**config.mk**
```make
export PLATFORM = sky130hd
export DESIGN_NAME = uart_tx_arbiter
export DESIGN_NICKNAME = d
export VERILOG_FILES = /design/src/rtl/uart_tx_arbiter.sv
export SDC_FILE = /design/constraint.sdc
export NUM_CORES = 1
export LEC_CHECK = 0
export BUFFER_PORTS_ARGS = -buffer_cell sky130_fd_sc_hd__buf_2
export CORE_MARGIN = 3
export CORE_UTILIZATION = 40
export DETAILED_ROUTE_END_ITERATION = 7
export GPL_TIMING_DRIVEN = 1
export PLACE_DENSITY = 0.6
export SYNTH_ARGS = -nofsm -noshare
export SYNTH_HDL_FRONTEND = slang
export SYNTH_SLANG_ARGS = --single-unit
```
**constraint.sdc**
```tcl
create_clock -name clk -period 2.1 [get_ports clk]
set_input_delay 0.105 -clock clk [delete_from_list [all_inputs] [get_ports clk]]
set_output_delay 0.105 -clock clk [all_outputs]
set_load 0.01 [all_outputs]
```
**src/rtl/uart_tx_arbiter.sv**
```systemverilog
`default_nettype none
// ============================================================================
//  Module   : uart_tx_arbiter
//  Purpose  : Shares one UART transmitter between two byte-stream requesters.
//             Requester 0 is the loopback echo path, requester 1 the
//             status/result reporter. Ownership is locked from the first byte
//             of a packet until the byte flagged `last`. A lock held by a
//             stalled owner is revoked after LOCK_TIMEOUT idle cycles.
//             Contention between packets is resolved round-robin.
//  Ports    : clk, reset            - 96 MHz clock, synchronous active-high reset
//             reqN_data/valid/last  - requester N byte, handshake and packet end
//             reqN_ready            - requester N byte accepted this cycle
//             tx_busy               - UART transmitter is shifting a byte
//             tx_data, tx_start     - byte and one-cycle start pulse to the UART
//             grant                 - one-hot owner, 00 when nobody owns the UART
//             timeout_err           - one-cycle pulse when a lock is revoked
//  Revision : 1.0 - initial release
// ============================================================================
module uart_tx_arbiter #(
    parameter int LOCK_TIMEOUT = 96_000
) (
    input  logic       clk,
    input  logic       reset,
    input  logic [7:0] req0_data,
    input  logic       req0_valid,
    input  logic       req0_last,
    output logic       req0_ready,
    input  logic [7:0] req1_data,
    input  logic       req1_valid,
    input  logic       req1_last,
    output logic       req1_ready,
    input  logic       tx_busy,
    output logic [7:0] tx_data,
    output logic       tx_start,
    output logic [1:0] grant,
    output logic       timeout_err
);

    localparam int                 c_CNT_W    = $clog2(LOCK_TIMEOUT + 1);
    localparam logic [c_CNT_W-1:0] c_CNT_LAST = c_CNT_W'(LOCK_TIMEOUT - 1);
    localparam logic [c_CNT_W-1:0] c_CNT_MAX  = '1;

    typedef enum logic [1:0] {
        S_IDLE  = 2'd0,
        S_START = 2'd1,
        S_BUSY  = 2'd2,
        S_HOLD  = 2'd3
    } state_t;

    state_t             r_state;
    logic               r_busy_first;  // first BUSY cycle: UART has not raised tx_busy yet
    logic               r_last;        // `last` of the byte currently in flight
    logic               r_rr_last;     // index of the requester served last
    logic [c_CNT_W-1:0] r_cnt;         // stall counter while holding the lock
    logic [7:0]         r_tx_data;
    logic               r_tx_start;
    logic [1:0]         r_grant;
    logic               r_timeout_err;

    logic w_sel0;
    logic w_sel1;
    logic w_ready0;
    logic w_ready1;
    logic w_xfer0;
    logic w_xfer1;
    logic w_owner;
    logic [7:0] w_cap_data;
    logic       w_cap_last;

    // Round-robin selection: a lone valid requester wins outright; on
    // contention the requester that was not served last wins.
    assign w_sel0 = req0_valid && (!req1_valid ||  r_rr_last);
    assign w_sel1 = req1_valid && (!req0_valid || !r_rr_last);

    // In IDLE a requester is ready unless the other one is the selected one.
    // With neither valid both readies are high; only a valid requester can
    // then transfer, so at most one transfer happens per edge.
    always_comb begin
        w_ready0 = 1'b0;
        w_ready1 = 1'b0;
        case (r_state)
            S_IDLE: begin
                w_ready0 = !tx_busy && !w_sel1;
                w_ready1 = !tx_busy && !w_sel0;
            end
            S_HOLD: begin
                w_ready0 = !tx_busy && r_grant[0];
                w_ready1 = !tx_busy && r_grant[1];
            end
            default: begin
                w_ready0 = 1'b0;
                w_ready1 = 1'b0;
            end
        endcase
    end

    assign w_xfer0    = req0_valid && w_ready0;
    assign w_xfer1    = req1_valid && w_ready1;
    assign w_owner    = r_grant[1];
    assign w_cap_data = w_xfer1 ? req1_data : req0_data;
    assign w_cap_last = w_xfer1 ? req1_last : req0_last;

    always_ff @(posedge clk) begin
        if (reset) begin
            r_state       <= S_IDLE;
            r_busy_first  <= 1'b0;
            r_last        <= 1'b0;
            r_rr_last     <= 1'b1;
            r_cnt         <= '0;
            r_tx_data     <= 8'h00;
            r_tx_start    <= 1'b0;
            r_grant       <= 2'b00;
            r_timeout_err <= 1'b0;
        end else begin
            r_tx_start    <= 1'b0;
            r_timeout_err <= 1'b0;
            case (r_state)
                S_IDLE: begin
                    if (w_xfer0 || w_xfer1) begin
                        r_tx_data  <= w_cap_data;
                        r_last     <= w_cap_last;
                        r_grant    <= {w_xfer1, w_xfer0};
                        r_tx_start <= 1'b1;
                        r_state    <= S_START;
                    end
                end
                S_START: begin
                    r_busy_first <= 1'b1;
                    r_state      <= S_BUSY;
                end
                S_BUSY: begin
                    r_busy_first <= 1'b0;
                    // tx_busy only rises one cycle after tx_start, so the
                    // first BUSY cycle must not be mistaken for completion.
                    if (!r_busy_first && !tx_busy) begin
                        if (r_last) begin
                            r_rr_last <= w_owner;
                            r_grant   <= 2'b00;
                            r_state   <= S_IDLE;
                        end else begin
                            r_cnt   <= '0;
                            r_state <= S_HOLD;
                        end
                    end
                end
                S_HOLD: begin
                    if (w_xfer0 || w_xfer1) begin
                        r_tx_data  <= w_cap_data;
                        r_last     <= w_cap_last;
                        r_tx_start <= 1'b1;
                        r_state    <= S_START;
                    end else if (r_cnt == c_CNT_LAST) begin
                        r_timeout_err <= 1'b1;
                        r_rr_last     <= w_owner;
                        r_grant       <= 2'b00;
                        r_state       <= S_IDLE;
                    end else if (r_cnt != c_CNT_MAX) begin
                        r_cnt <= r_cnt + 1'b1;
                    end
                end
                default: begin
                    r_state <= S_IDLE;
                end
            endcase
        end
    end

    assign req0_ready  = w_ready0;
    assign req1_ready  = w_ready1;
    assign tx_data     = r_tx_data;
    assign tx_start    = r_tx_start;
    assign grant       = r_grant;
    assign timeout_err = r_timeout_err;

endmodule
`default_nettype wire

```
Yosys cells after proc, flatten, opt, wreduce, memory -nomap -nowiden
Index checks and enable logic that the tools add are counted.
- bits of input ports: 23
- flip-flop bits (word level): 34
- output and inout bits: 14
- logic and storage cells: 86
- multiplexer cells: 29
- reduce and logical (&&, ||, !) cells: 31
- equal/unequal tests: 14
- bitwise logic cells: 2
- add/subtract/negate cells: 1
- operators by type and width (kind ; count):
    2-to-1 mux 17 bit ; 5
    one-hot mux 17 bit (2 select lines) ; 1
    2-to-1 mux 2 bit ; 9
    adder 17 x 1 -> 17 bit, second input constant ; 1
    equality test 17 bit, second input constant ; 1
    inequality test 17 bit, second input constant ; 1
    inequality test 2 bit, second input constant ; 8
    AND reduction 6 bit ; 2
    logical AND 1 bit ; 9
    2-to-1 mux 8 bit ; 1
    one-hot mux 1 bit (2 select lines) ; 4
    one-hot mux 2 bit (4 select lines) ; 1
    zero test 1 bit ; 7
    2-to-1 mux 1 bit ; 7
    one-hot mux 2 bit (3 select lines) ; 1
    AND reduction 5 bit ; 1
    equality test 2 bit, second input constant ; 2
    nonzero test 2 bit ; 2
    OR reduction 2 bit ; 2
    logical OR 1 bit ; 3
    inequality test 3 bit, second input constant ; 1
    AND reduction 3 bit ; 1
    nonzero test 3 bit ; 1
    OR reduction 3 bit ; 1
    4 further kinds ; 5

Depth between registers and ports, before layout
- depth in word-level cells: 10
- mapped depth: 11
- gate-level depth less buffers: 8

Worst setup path before layout
No wires, ideal clock.
- path type: reg-to-reg
- start point: register r_cnt[3]
- end point: register r_cnt[11]
- buffers on the path: 3
- data required time: 2.030 ns
- setup time: 0.070 ns
- data arrival time: 2.253 ns
- stages on the path, launching flop included: 12
- clock period less this slack: 2.323 ns
- setup slack: -0.223 ns
- cell sequence: dfxtp_1 -> and3_1 -> clkbuf_1 -> and3_1 -> clkbuf_1 -> and4_1 -> ha_1 -> a21oi_4 -> o21ai_2 -> buf_6 -> or4_1 -> a21oi_1
- longest elaborated chain between the ends: 5
- elaborated cells between the ends (all ways): 10
- classes of those cells: add/sub (1); eq/ne (4); mux (4); reduce/logical (1)
- ends and longest elaborated chain (element ; line ; source):
    start: declaration ; 54 ; logic [c_CNT_W-1:0] r_cnt;
    start signal: assignment ; 158 ; r_cnt <= r_cnt + 1'b1;
    adder 17 x 1 -> 17 bit ; 158 ;
    2-to-1 mux 17 bit ; 157 ; end else if (r_cnt != c_CNT_MAX) begin
    2-to-1 mux 17 bit ; 152 ; end else if (r_cnt == c_CNT_LAST) begin
    2-to-1 mux 17 bit ; 147 ; if (w_xfer0 || w_xfer1) begin
    one-hot mux 17 bit (2 select lines) ; 117 ; case (r_state)
Several ways; a longest one is shown, not always the timed one. The select of a mux whose other input is x is not followed.
A chain may end at the register's enable or synchronous reset.

Worst setup path after layout
- start point: register r_state[0]
- end point: register r_cnt[4]
- longest elaborated chain between the ends: 6
- elaborated cells between the ends (all ways): 16
- classes of those cells: eq/ne (7); mux (3); reduce/logical (6)
- ends and longest elaborated chain (element ; line ; source):
    start: declaration ; 50 ; state_t r_state;
    start signal: assignment ; 105 ; r_state <= S_IDLE;
    start signal: assignment ; 124 ; r_state <= S_START;
    start signal: assignment ; 129 ; r_state <= S_BUSY;
    equality test 2 bit / zero test 2 bit (equally long branches) ; 81, 117 ;
    one-hot mux 1 bit (2 select lines) ; 81 ; case (r_state)
    logical AND 1 bit, on equally long branches ; 97, 98 ;
    logical OR 1 bit ; 147 ;
    inequality test 2 bit (no line) ; -- ;
    AND reduction 6 bit (no line) ; -- ;
Several ways; a longest one is shown, not always the timed one.

==> results.toml <==
[cts]
cts.sinks = 34
clk_pin_slew_worst_paths_ns = 0.08
cts_hold_buf = 0
clockBufferDepth = 2
cts_tree = "built"
htreeDepth = 2
clock_latency_ns = 0.28
root_buffer = "clkbuf_8"
cts_buffers = 5

[finish]
final_cell_mix = "buf_2 (36), dfxtp_1 (30), buf_4 (29), nand2_1 (25), nor2_1 (21)"
layout.cells.most_common = "buf_2"
area_growth_syn_to_layout_pct = 34.13
finalNetCount = 334
multi_input_area_um2 = 1434
utilization_pct = 56.96
fin_area_um2 = 2744
instances_no_fill = 373
seq_area_um2 = 688.2
drive_gt1_share_pct = 36.60
antenna_cells = 0
fill_cells = 447

[global_route]
grt_pass1_wl_um = 9591
antenna_found_initial = 0
overflow = 0
grt_max_degree = 32
grt_usage_pct = 19.29
grt_pass1_vias = 2041

[run]
maxCapViolations = 0

[timing]
setup_viol = 0
relSlewSlack_pct = 63.16
finalMaxSlewViolations = 0
timing.fmax_mhz = 483.2
period_needed_ns = 2.069
postLayoutSetupSlackWorst_ns = 0.03062
worst_pin_slew_ns = 0.5527
hold_violations = 0
finClkSkew_ns = 0.01197
rsz0062_at_grt = "yes"
min_period_over_period_pct = 98.54

[yosys]
synth_xor_area_share_pct = 0
synth_seq_cells = 34
synth-compound-area-share_pct = 19.33
synth_nets = 272
synth.distinct_cells = 49
yosysSeqAreaShare_pct = 33.27
netlist_area_um2 = 2046
yosys_warnings = 0
syn_area_per_cell_um2 = 8.419
synth_flop_cell = "dfxtp_1"
synth_simple_gate_area_share_pct = 31.50
yosys.area_share.adder_pct = 3.670
async_flop_share_pct = 0
synthMuxAreaShare_pct = 8.807
synth_top_family_by_area = "simple AND/OR/NAND/NOR gates"
syn-instance-count = 243
synth_edf_count = 0

[place]
portBuffers = 36
place_area_um2 = 2480
dp_hpwl_um = 4119
post-place-ws_ns = -0.08996
place_congestion = 0.8409
dp.cells = 361

[power]
p_per_area_nw_per_um2 = 806.7
power.total_mw = 2.213
max-vdd-ir-drop_uv = 352.3
p_leak_nw = 1.131

[min_path]
hold_depth = 3
holdCritPathClass = "input port to register"

[critical_path]
arrival_ns = 2.24
cp_top_family = "compound AO/OA/AOI/OAI gates"
end_kind = "register"
worstSetupPathDepth = 7
crit_buf_inv = 1
path_cells = "inv_2 -> ha_4 -> or4b_4 -> a21oi_4 -> a21boi_4 -> a31oi_1 -> a311o_1"
required_ns = 2.27
worstPathMaxFanout = 7
slowest_delay_ns = 0.49
r2r_cells = 7
slowest_stage = "or4b_4"
start_kind = "register"
path_class = "register to register"

[route]
wl_per_cell_um = 14.99
drt_iter0_markers = 110
drc = 0
drt-pass1-iter-count = 4
antenna_left = 0
totalWireLength_um = 5593
num_vias = 2065
viasPerCell = 5.536

[die]
die-height_um = 77.52
die_area_um2 = 6009
fp-row-count = 25
start_util_pct = 42.47
io-pin-count = 37
core_area_um2 = 4817
die_x_um = 77.52

[run_status]
status = "finished clean"
## tightest hold or removal path, cell delays in order
cell and delay [ns]:
buf_2 0.10, nor2_1 0.09, a211oi_1 0.05
## final timing paths
check	start	endpoint	slack [ns]
setup / recovery	r_state[0]	r_cnt[4]	0.03
hold / removal	req1_data[7]	tx_data[7]	0.11
setup reg to reg	r_state[0]	r_cnt[4]	0.03
hold reg to reg	r_cnt[7]	r_cnt[7]	0.48
## state kept, by name, indices dropped and copies added, names as in the netlist
signal and count:
grant 2, tx_start 1, r_last 1, r_state 2, r_rr_last 1, tx_data 8, r_cnt 17, r_busy_first 1
timeout_err 1
## Yosys cell counts (3+ instances only)
cell type / number / area, µm²
a211oi_1: 12 / 90.09
a21oi_1: 5 / 25.02
a31oi_1: 6 / 37.54
and3_1: 8 / 50.05
and4_1: 4 / 35.03
clkbuf_1: 8 / 30.03
dfxtp_1: 34 / 680.7
ha_1: 6 / 75.07
inv_1: 5 / 18.77
mux2i_1: 18 / 180.2
nand2_1: 25 / 93.84
nand2b_1: 9 / 56.30
nand3_1: 9 / 45.04
nand4_1: 4 / 25.02
nor2_1: 23 / 86.33
nor2b_1: 7 / 43.79
nor3_1: 3 / 15.01
nor4_1: 4 / 25.02
o21ai_0: 3 / 15.01
o31ai_1: 4 / 30.03
or2_2: 3 / 18.77
or3_1: 5 / 31.28
or4_1: 6 / 45.04
## repair_timing
action	CTS	global route
pin swaps	3	8
resized for setup	6	26
setup endpoints to repair	10	30
setup buffers	2	2
## through the flow
stage          hold WS, ns   TNS, ns
5_1_grt             0.1165   -0.1145
6_report            0.1109         0
3_5_place_dp        0.4046   -0.2557
2_1_floorplan       0.2876   -0.1613
3_3_place_gp        0.3978   -0.1127
4_1_cts             0.1047  -0.02063
## cells by family (layout without fill, tap and decap cells)
family	Yosys count	in the layout
DFF	34	34
muxes	18	18
buffers and inverters	16	79
adders and majority gates	6	6
and+or+nand+nor	118	118
AOI/OAI and AO/OA	51	51
## power breakdown
part           total [mW]  switching, mW  internal, mW  leakage [nW]
Clock               0.575          0.243         0.331        0.0575
Combinational       0.846          0.442         0.404         0.795
Sequential          0.793         0.0628         0.731         0.278
Total                2.21          0.747          1.47          1.13
## layout make-up
class | count | share of cell area, %
Clock buffer | 8 | 4.013
Inverter | 5 | 0.6840
Multi-Input combinational cell | 193 | 52.26
Sequential cell | 34 | 25.08
Tap cell | 67 | 3.055
Timing Repair Buffer | 66 | 14.91
## layer usage
layer	share of wire, %	vias to the layer above	GRT usage (%)
met1	48	961	25.94
li1	-	1038	-
met3	5.6	2	3.016
met2	46	64	32.38
met4	0.39	0	4.448
met5	0	-	0
(Power assumes the default switching activity.)
